===== config.mk =====
export PLATFORM = sky130hd
export DESIGN_NAME = aes_block_packer
export DESIGN_NICKNAME = d
export VERILOG_FILES = /design/src/rtl/aes_block_packer.sv
export SDC_FILE = /design/constraint.sdc
export NUM_CORES = 1
export LEC_CHECK = 0
export ABC_AREA = 0
export CAP_MARGIN = 20
export CORE_UTILIZATION = 25
export DETAILED_ROUTE_END_ITERATION = 6
export SLEW_MARGIN = 30
export SYNTH_ARGS = -nofsm -noshare
export SYNTH_HDL_FRONTEND = slang
export SYNTH_SLANG_ARGS = --single-unit

===== constraint.sdc =====
create_clock -name clk_i -period 3.6 [get_ports clk_i]
set_input_delay 0.54 -clock clk_i [delete_from_list [all_inputs] [get_ports clk_i]]
set_output_delay 0.54 -clock clk_i [all_outputs]
set_load 0.03 [all_outputs]

===== src/rtl/aes_block_packer.sv =====
// Packs 32-bit streamer words into 128-bit AES blocks. One assembly register and
// one output register decouple word-rate input from block-rate core handshakes.
module aes_block_packer #(
  parameter int WORD_W = 32,
  parameter int CNT_W  = 16
) (
  input  logic                clk_i,
  input  logic                rst_ni,
  input  logic                clear_i,
  input  logic                start_i,
  input  logic [CNT_W-1:0]    nblocks_i,
  input  logic                in_valid_i,
  output logic                in_ready_o,
  input  logic [WORD_W-1:0]   in_data_i,
  input  logic [3:0]          in_strb_i,
  output logic                blk_valid_o,
  input  logic                blk_ready_i,
  output logic [4*WORD_W-1:0] blk_data_o,
  output logic                busy_o,
  output logic                done_o,
  output logic                err_strb_o
);

  localparam int BLK_W = 4 * WORD_W;

  typedef enum logic [1:0] {S_IDLE, S_RUN, S_DONE} state_e;

  state_e             r_state;
  logic [1:0]         r_word_cnt;
  logic [BLK_W-1:0]   r_asm;
  logic               r_asm_full;
  logic [CNT_W-1:0]   r_blk_in;
  logic [CNT_W-1:0]   r_blk_out;
  logic [CNT_W-1:0]   r_blk_total;
  logic               r_blk_valid;
  logic [BLK_W-1:0]   r_blk_data;
  logic               r_done;
  logic               r_err_strb;

  logic               w_run;
  logic               w_in_ready;
  logic               w_in_fire;
  logic               w_out_fire;
  logic               w_out_free;
  logic               w_last_word;
  logic               w_strb_bad;
  logic [BLK_W-1:0]   w_blk_new;
  logic [CNT_W-1:0]   w_blk_out_nxt;

  assign w_run         = (r_state == S_RUN);
  // Ready is a pure function of registers so upstream never sees a comb path.
  assign w_in_ready    = w_run & ~r_asm_full & (r_blk_in < r_blk_total);
  assign w_in_fire     = in_valid_i & w_in_ready;
  assign w_out_fire    = r_blk_valid & blk_ready_i;
  assign w_out_free    = ~r_blk_valid | blk_ready_i;
  assign w_last_word   = w_in_fire & (r_word_cnt == 2'd3);
  assign w_strb_bad    = (in_strb_i != 4'hF);
  assign w_blk_new     = {in_data_i, r_asm[3*WORD_W-1:0]};
  assign w_blk_out_nxt = r_blk_out + CNT_W'(w_out_fire);

  assign in_ready_o  = w_in_ready;
  assign blk_valid_o = r_blk_valid;
  assign blk_data_o  = r_blk_data;
  assign busy_o      = w_run;
  assign done_o      = r_done;
  assign err_strb_o  = r_err_strb;

  // Assembly buffer: pure datapath, partial contents are qualified by r_word_cnt.
  always_ff @(posedge clk_i) begin
    if (w_in_fire) begin
      r_asm[r_word_cnt*WORD_W +: WORD_W] <= in_data_i;
    end
  end

  always_ff @(posedge clk_i or negedge rst_ni) begin
    if (!rst_ni) begin
      r_state     <= S_IDLE;
      r_word_cnt  <= 2'd0;
      r_asm_full  <= 1'b0;
      r_blk_in    <= '0;
      r_blk_out   <= '0;
      r_blk_total <= '0;
      r_blk_valid <= 1'b0;
      r_blk_data  <= '0;
      r_done      <= 1'b0;
      r_err_strb  <= 1'b0;
    end else if (clear_i) begin
      r_state     <= S_IDLE;
      r_word_cnt  <= 2'd0;
      r_asm_full  <= 1'b0;
      r_blk_in    <= '0;
      r_blk_out   <= '0;
      r_blk_total <= '0;
      r_blk_valid <= 1'b0;
      r_blk_data  <= '0;
      r_done      <= 1'b0;
      r_err_strb  <= 1'b0;
    end else begin
      r_done <= 1'b0;
      unique case (r_state)
        S_IDLE: begin
          if (start_i) begin
            r_blk_total <= nblocks_i;
            r_word_cnt  <= 2'd0;
            r_blk_in    <= '0;
            r_blk_out   <= '0;
            r_asm_full  <= 1'b0;
            r_err_strb  <= 1'b0;
            if (nblocks_i == '0) begin
              r_state <= S_DONE;
              r_done  <= 1'b1;
            end else begin
              r_state <= S_RUN;
            end
          end
        end
        S_RUN: begin
          if (w_in_fire) begin
            r_word_cnt <= r_word_cnt + 2'd1;
            if (w_strb_bad) r_err_strb <= 1'b1;
          end
          if (w_last_word) r_blk_in <= r_blk_in + CNT_W'(1);
          r_blk_out <= w_blk_out_nxt;
          // A parked block always wins the output slot; ready is low while parked.
          if (r_asm_full && w_out_free) begin
            r_blk_data  <= r_asm;
            r_blk_valid <= 1'b1;
            r_asm_full  <= 1'b0;
          end else if (w_last_word && w_out_free) begin
            r_blk_data  <= w_blk_new;
            r_blk_valid <= 1'b1;
          end else begin
            if (w_last_word) r_asm_full <= 1'b1;
            if (w_out_fire) r_blk_valid <= 1'b0;
          end
          if (w_blk_out_nxt == r_blk_total) begin
            r_state <= S_DONE;
            r_done  <= 1'b1;
          end
        end
        S_DONE: begin
          r_state <= S_IDLE;
        end
        default: begin
          r_state <= S_IDLE;
        end
      endcase
    end
  end

endmodule


==> flow_summary_export.csv <==
group,metric,value,unit
timing,fmax,303,MHz
setup_path,worstSetupPathType,"reg -> out",
detailed_routing,totalWireLength,40100,µm
synthesis,yosys-top-cells-area,"dfrtp_1 34%, edfxtp_1 28%, nand2_1 7.3%",
clock_network,cts_max_level,2,
synthesis,synth_fa_ha_area_share,2.10,%
clock_network,root_buffer,"clkbuf_16",
synthesis,yosys.area.top_type_share,33.6,%
synthesis,syn-num-nets,1380,
setup_path,r2r_end,"r_blk_in[14]",
synthesis,synth-xor-area-share,1.92,%
clock_network,clk_pin_slew,60,ps
floorplanning,start_util,25.4,%
grt,grt_overflow,0,
timing,rsz0062_at_grt,"false",
synthesis,synthSimpleGateAreaFrac,20.3,%
synthesis,synth_edf_count,128,
synthesis,yosys_most_used_dff,"dfrtp_1",
timing,fin_skew,24.9,ps
timing,tns,0,ps
synthesis,synth_seq_cells,312,
detailed_routing,drt_first_pass_iters,5,
detailed_routing,wl_per_cell,18.3,µm
setup_path,worstReg2RegStart,"r_blk_in[6]",
grt,grt_start_max_net_pins,102,
grt,grt_use_total,14.4,%
synthesis,postSynth.asyncResetShare,59.0,%
setup_path,arrival,2760,ps
floorplanning,ios,191,
timing,finalCriticalPeriod,3300,ps
floorplanning,row_count,85,
detailed_routing,first_iter_violations,526,
layout,layout_common_cells,"266 x nand2_1, 187 x clkdlybuf4s50_1, 183 x dfrtp_1, 132 x and2_1, 128 x edfxtp_1",
floorplanning,chipWidth,236,µm
layout,n_antenna_cell,0,
timing,whs,72.1,ps
grt,antenna_found_initial,3,
grt,grt_pass1_vias,10200,
setup_path,reg2reg_depth,9,
status,status,"finished clean",
placed_design,gp_congestion,0.833,
synthesis,synth_compound_area_share,10.2,%
timing,post-route-period-util,91.6,%
setup_path,end_kind,"output pin",
clock_network,clkSinkCount,312,
synthesis,ys_warn_count,0,
timing,slew_headroom,42.1,%
timing,worstMarginPinSlew,868,ps
layout,area_delta_synth_final,28.6,%
layout,final_common_cell,"nand2_1",
synthesis,syn_area,13700,µm²
synthesis,synthCells,1299,
power_and_ir_drop,total_power,7.96,mW
detailed_routing,drc,0,
clock_network,numCtsBuffers,37,
synthesis,yosysUniqueCellTypes,50,
floorplanning,core-area,53900,µm²
layout,drive_above_1_share,6.76,%
timing,slew_violations,0,
setup_path,reg2reg_slack,490,ps
layout,fillers,5393,
synthesis,yosysTopAreaCell,"dfrtp_1",
synthesis,syn_avg_cell_area,10.5,µm²
detailed_routing,viasPerCell,4.66,
placed_design,portBuffers,190,
power_and_ir_drop,vdd_drop_max,0.000330,V
power_and_ir_drop,pwr_density_cell,452,nW/µm²
clock_network,insertion_delay,540,ps
placed_design,dp_hpwl,26200,µm
synthesis,ys_seq_area_share,61.7,%
floorplanning,design.die.area,55700,µm²
grt,grt_pass1_wl,61800,µm
setup_path,cp.required,3060,ps
setup_path,startpoint_type,"flop",
floorplanning,die_y,236,µm
flow_run,drv_cap,0,
detailed_routing,route.vias.total,10200,
worst_hold_path,hold_class,"in -> async",
layout,nNetsFinal,1549,
detailed_routing,final_antenna_net_count,0,
clock_network,cts_buffer_depth,3,
clock_network,tritoncts,"done",
synthesis,synth_top_family_by_area,"simple AND/OR/NAND/NOR gates",
timing,finalSetupViolCount,0,
power_and_ir_drop,p_leak,6.62,nW
setup_path,crit_fanout,8,
synthesis,synthMuxAreaShare,0.146,%
timing,hold_viol,0,
==> how the worst max path moves through the flow <==
stage / to / slack, ps / cells after the start / start
4_1_cts: in_ready_o / 290 / 6 / r_blk_total[7]
6_report: in_ready_o / 300 / 5 / r_blk_in[6]
2_1_floorplan: r_asm[64] / 0.2 / 5 / r_blk_in[6]
3_5_place_dp: r_state[0] / 270 / 12 / blk_ready_i
3_3_place_gp: r_state[0] / 260 / 12 / blk_ready_i
5_1_grt: in_ready_o / 190 / 5 / r_blk_in[6]
==> worst max-delay path: stages (launching register included) <==
cell and delay (ps):
dfrtp_1 460, ha_1 340, and3_1 200, a221o_1 380, a221oi_2 390, dlygate4sd2_1 450
==> layer usage <==
metal / part of all wire [%] / up-vias / track usage, %
li1: - / 4815 / -
met1: 45 / 5084 / 19.1
met2: 47 / 260 / 23.4
met3: 6.1 / 46 / 3.27
met4: 1.8 / 0 / 4.24
met5: 0 / - / 0
==> logic make-up (layout without fill, tap and decap cells) <==
| logic type | count (synthesis) | in the layout |
|---|---|---|
| muxes | 2 | 2 |
| xor gates and xnor gates | 30 | 30 |
| buffers and inverters | 111 | 306 |
| DFF | 312 | 312 |
| and+or+nand+nor | 590 | 590 |
| AOI/OAI and AO/OA | 231 | 231 |
| adders and majority gates | 23 | 23 |
==> state kept, by name (all words and copies together) (netlist names) <==
| signal | flops |
|---|---|
| blk_data_o | 128 |
| r_asm | 128 |
| r_blk_in | 16 |
| r_blk_out | 16 |
| r_blk_total | 16 |
| r_state | 2 |
| r_word_cnt | 2 |
| blk_valid_o | 1 |
| done_o | 1 |
| err_strb_o | 1 |
| r_asm_full | 1 |
==> report_power, final <==
group          total [mW]  internal (mW)  leakage (nW)  switching, mW
logic               0.513          0.179          2.39          0.334
clock network        3.66           2.17         0.574           1.49
registers            3.78           3.75          3.66         0.0260
total                7.96           6.11          6.62           1.85
==> repair_timing <==
item | in CTS | in global routing
resized for setup | 3 | 0
setup endpoints to repair | 1 | 0
buffers inserted | 0 | 0
hold buffers | 0 | 0
==> stage by stage <==
| stage | setup WS (ps) | util (%) | cell area (µm²) | instances |
|---|---|---|---|---|
| CTS | 295 | 32.7 | 17600 | 2190 |
| detailed placement | 265 | 30.5 | 16400 | 2125 |
| finish | 303 | 32.7 | 17600 | 2190 |
| floorplan | 0.200 | - | 13700 | 1299 |
| global route | 193 | 32.7 | 17600 | 2190 |
| global placement | 263 | 30.4 | 16400 | 2125 |
==> synthesized netlist by cell type, types with 3 or more instances <==
cell      count
nand2_1     266
dfrtp_1     184
and2_1      132
edfxtp_1    128
a21oi_1     124
nor2_1       81
clkbuf_1     61
nand3_1      42
o21ai_0      38
a311oi_1     32
ha_1         23
inv_1        22
xor2_1       17
buf_4        16
nand4_1      16
and3_1       14
xnor2_1      13
buf_2        11
nor4_1       11
nor3_1        6
a22o_1        5
a31oi_1       5
o31ai_1       5
and4_1        4
nand2b_1      4
nor2b_1       4
o211ai_1      4
a21o_1        3
or3_1         3
==> layout make-up <==
class	count	area, µm²	share of cell area (%)
sequential	312	8450	48.0
multi-input combinational	876	4810	27.3
timing repair buffer	219	2220	12.6
clock buffer	55	1090	6.22
tap	696	871	4.95
inverter	22	82.6	0.469
clock inverter	10	81.3	0.462
Power figures use the tool's default switching activity.
